File: src/rtl/fetch_unit.sv
// Instruction fetch front end: PC/nPC pair with delayed branches, IF/ID capture, stall/flush/redirect.
// Optional FETCH_NULLIFY_EN: nullify squashes the delay-slot instruction of a taken branch.
module fetch_unit #(
    parameter int             AW       = 8,
    parameter int             IW       = 32,
    parameter logic [AW-1:0]  RESET_PC = {AW{1'b0}}
) (
    input  logic          clk,
    input  logic          reset,
    input  logic          stall,
    input  logic          flush,
    input  logic          br_taken,
    input  logic [AW-1:0] br_target,
    input  logic          nullify,
    output logic [AW-1:0] A,
    input  logic [IW-1:0] I,
    output logic [IW-1:0] instr,
    output logic [AW-1:0] instr_pc,
    output logic [AW-1:0] instr_npc,
    output logic          instr_valid,
    output logic          redirect_pending
);

    localparam logic [AW-1:0] STEP = AW'(3'd4);

    logic [AW-1:0] pc_r;
    logic [AW-1:0] npc_r;
    logic [AW-1:0] pend_tgt_r;
    logic [AW-1:0] br_tgt_aligned_s;
    logic [AW-1:0] npc_seq_s;
    logic [AW-1:0] tgt_s;
    logic          redirect_s;
    logic          kill_s;

    assign A = pc_r;

    // Next-address selection: a fresh branch beats a stored pending one.
    always_comb begin
        br_tgt_aligned_s = {br_target[AW-1:2], 2'b00};
        npc_seq_s        = npc_r + STEP;
        redirect_s       = br_taken | redirect_pending;
        if (br_taken) begin
            tgt_s = br_tgt_aligned_s;
        end else begin
            tgt_s = pend_tgt_r;
        end
    end

`ifdef FETCH_NULLIFY_EN
    logic pend_nul_r;
    logic slot_nul_r;
    logic slot_nul_next_s;

    // The nullify flag travels with whichever redirect is applied.
    always_comb begin
        if (redirect_s) begin
            if (br_taken) begin
                slot_nul_next_s = nullify;
            end else begin
                slot_nul_next_s = pend_nul_r;
            end
        end else begin
            slot_nul_next_s = 1'b0;
        end
    end

    // Nullify state: stored with a stalled branch, armed for the delay-slot load.
    always_ff @(posedge clk) begin
        if (reset) begin
            pend_nul_r <= 1'b0;
            slot_nul_r <= 1'b0;
        end else if (stall) begin
            if (br_taken) begin
                pend_nul_r <= nullify;
            end
        end else begin
            pend_nul_r <= 1'b0;
            slot_nul_r <= slot_nul_next_s;
        end
    end

    assign kill_s = slot_nul_r;
`else
    logic unused_nullify_s;
    assign unused_nullify_s = nullify;
    assign kill_s           = 1'b0;
`endif

    // PC/nPC, pending redirect and IF/ID register update.
    always_ff @(posedge clk) begin
        if (reset) begin
            pc_r             <= RESET_PC;
            npc_r            <= RESET_PC + STEP;
            pend_tgt_r       <= {AW{1'b0}};
            redirect_pending <= 1'b0;
            instr            <= {IW{1'b0}};
            instr_pc         <= {AW{1'b0}};
            instr_npc        <= {AW{1'b0}};
            instr_valid      <= 1'b0;
        end else if (stall) begin
            if (br_taken) begin
                pend_tgt_r       <= br_tgt_aligned_s;
                redirect_pending <= 1'b1;
            end
            if (flush) begin
                instr_valid <= 1'b0;
            end
        end else begin
            pc_r             <= npc_r;
            npc_r            <= redirect_s ? tgt_s : npc_seq_s;
            redirect_pending <= 1'b0;
            instr            <= I;
            instr_pc         <= pc_r;
            instr_npc        <= npc_r;
            instr_valid      <= ~flush & ~kill_s;
        end
    end

endmodule

File: config.mk
export PLATFORM = sky130hd
export DESIGN_NAME = fetch_unit
export DESIGN_NICKNAME = d
export VERILOG_FILES = /design/src/rtl/fetch_unit.sv
export SDC_FILE = /design/constraint.sdc
export NUM_CORES = 1
export LEC_CHECK = 0
export CORE_MARGIN = 10
export CORE_UTILIZATION = 43
export CTS_CLUSTER_DIAMETER = 30
export DETAILED_ROUTE_END_ITERATION = 10
export PLACE_DENSITY = 0.85
export SLEW_MARGIN = 40
export SYNTH_ARGS = -nofsm -noshare
export SYNTH_HDL_FRONTEND = slang
export SYNTH_SLANG_ARGS = --single-unit
File: constraint.sdc
create_clock -name clk -period 1.25 [get_ports clk]
set_input_delay 0.1875 -clock clk [delete_from_list [all_inputs] [get_ports clk]]
set_output_delay 0.1875 -clock clk [all_outputs]
set_load 0.01 [all_outputs]
==> reports/results.ini <==
[finish]
nets = 408
final_cells = 441
fill_cells = 525
antenna-diode-count = 0
drive_above_1_share_pct = 11.20
area_growth_pct = 46.22

[synth]
yosysTopAreaCell = dfxtp_1
ys_seq_area_share_pct = 50.53
synth_commonest_cells = 66 x dfxtp_1, 52 x nor2_1, 49 x mux2i_1, 13 x buf_4, 12 x a21oi_1
synth_nets = 312
synth-simple-area-share_pct = 14.83
synth_fa_ha_area_share_pct = 0.4785
synth_most_common_cell = dfxtp_1
synth_compound_area_share_pct = 7.608
synth_flop_cell = dfxtp_1
synthMuxAreaShare_pct = 18.76
ys_ff_latch = 66
synth_edf_count = 0
synthTopCellsByArea = dfxtp_1 51%, mux2i_1 19%, nor2_1 7.5%
ys_types = 36
postSynthAreaPerCell_um2 = 9.868
syn_inst = 265
synth_top_area_share_pct = 50.53
synth_top_family_by_area = multiplexers
synth_area_um2 = 2615
synthXorXnorAreaFrac_pct = 0.6699
yosys_warnings = 0
async_flop_share_pct = 0

[global_route]
antenna_found_initial = 0
grt_pass1_wl_mm = 11.10
grt_max_degree = 35
grt_pass1_vias = 2274
grt_use_total_pct = 13.78
grt-ovfl-total = 0

[hold_path]
worstHoldPathType = in -> reg
whs_path_depth = 2

[worst_setup_path]
cp_num_cells = 1
cpPeakStageDelay_ns = 0.39
crit_buf_inv = 1
crit_type = reg -> out
required_ns = 1.06
arrival_ns = 1.02
setup.worst_path.start_class = flip-flop
worstPathCellList = dlygate4sd2_1
ff2ff_path_depth = 3
cp_max_fo = 4
path_delay_family = flip-flops
cp-end-kind = output port
crit_slowest_cell = dfxtp_1

[place]
dpl.cell_count = 425
dp_hpwl_mm = 5.059
gp_congestion = 0.8741
io_buffers = 100
dp_slack_ns = -0.3107

[timing]
final.period_utilization_pct = 96.68
finalSetupViolCount = 0
worst_slack_ns = 0.04151
holdWs_ns = 0.1617
max_freq_mhz = 827.5
slew_violations = 0
post-route-min-period_ns = 1.208
hold_viol_final = 0
slew-limit-headroom_pct = 78.81
worst_slew_pin_slew_ns = 0.3149
rsz0062_at_grt = true
skew_ns = 0.007658

[cts]
cts_tree = yes
clockBufferDepth = 2
clock_latency_ns = 0.33
cts.sinks = 66
post_cts_buffers = 0
htreeDepth = 3
cts-buffers-inserted = 9
clk_pin_slew_ns = 0.07
clockRootBuffer = clkbuf_8

[floorplan]
rows = 28
die_w_um = 97.99
coreArea_um2 = 5921
initial_utilization_pct = 44.17
dieArea_um2 = 9601
io_pins = 104
die_height_um = 97.99

[detailed_routing]
vias = 2181
viasPerCell = 4.946
wl_per_cell_um = 14.94
first_pass_iters = 4
wl_mm = 6.590
postRouteAntennaNets = 0
drtIter0Drc = 91
drc_errors = 0

[power_and_ir_drop]
power.leakage_nw = 1.860
power_density_nw_per_um2 = 1272
ir_drop_mv = 0.9781

[job]
drv_cap = 0

[status]
outcome = complete, no violations

==> registers in the layout, summed over array words and instances (netlist names) <==
register / cells
instr_pc: 8
pend_tgt_r: 8
instr: 32
npc_r: 8
A: 8
redirect_pending: 1
instr_valid: 1
==> timing repair <==
| action | 4_1_cts | 5_1_grt |
|---|---|---|
| resized for setup | 59 | 15 |
| endpoints found under the setup margin | 58 | 14 |
| hold buffers | 0 | 0 |
==> worst paths after layout <==
path | start | end | slack, ns
setup / recovery | A[4] | A[4] | 0.04
hold / removal | reset | npc_r[3] | 0.16
setup reg to reg | redirect_pending | npc_r[7] | 0.07
hold reg to reg | instr_valid | instr_valid | 0.46
==> layout make-up <==
type,count,area [um2],share of cell area (%)
Sequential cell,66,1333,34.85
Multi-Input combinational cell,168,1125,29.42
Timing Repair Buffer,111,1035,27.06
Clock buffer,11,141.4,3.698
Tap cell,75,93.84,2.454
Clock inverter,5,77.57,2.029
Inverter,5,18.77,0.4908
==> per-layer routing <==
metal | track usage, % | wire (um)
met3 | 8.104 | 611
met1 | 15.28 | 2751
met2 | 21.88 | 3153
met5 | 0 | 0
met4 | 3.915 | 74
==> cell usage in the layout, fill, tap and decap left out, types with 2 or more instances in the layout <==
cell type / count
and3b_1: 4
clkinv_2: 2
clkdlybuf4s15_1: 3
o211ai_1: 2
o21ai_0: 3
nor2b_1: 3
clkbuf_8: 10
buf_12: 2
a211oi_1: 2
nand2_1: 11
a21oi_1: 12
mux2i_1: 49
buf_4: 10
dlygate4sd2_1: 55
dfxtp_2: 9
nor2_1: 52
dfxtp_1: 57
bufinv_16: 2
inv_1: 5
o31ai_1: 2
nand3_1: 8
clkdlybuf4s50_1: 39
==> cells by family after synthesis <==
logic type / Yosys count
AOI/OAI and AO/OA: 30
xor gates and xnor gates: 2
adders and majority gates: 1
buffers and inverters: 31
DFF: 66
muxes: 49
and+or+nand+nor: 86
==> metrics by stage <==
step           TNS (ns)  power (mW)  instance area, um2  util, %
5_1_grt        -0.03989       5.104                3824    64.58
4_1_cts               0       4.920                3790    64.01
2_1_floorplan         0       2.649                2615        -
3_5_place_dp     -3.340       3.027                3642    61.52
6_report              0       4.864                3824    64.58
3_3_place_gp     -2.775       3.003                3642    61.52
==> power by group <==
group          internal [mW]  switching [mW]
sequential              2.21          0.0638
clock                   1.17           0.774
combinational          0.353           0.294
(Power assumes the default switching activity.)
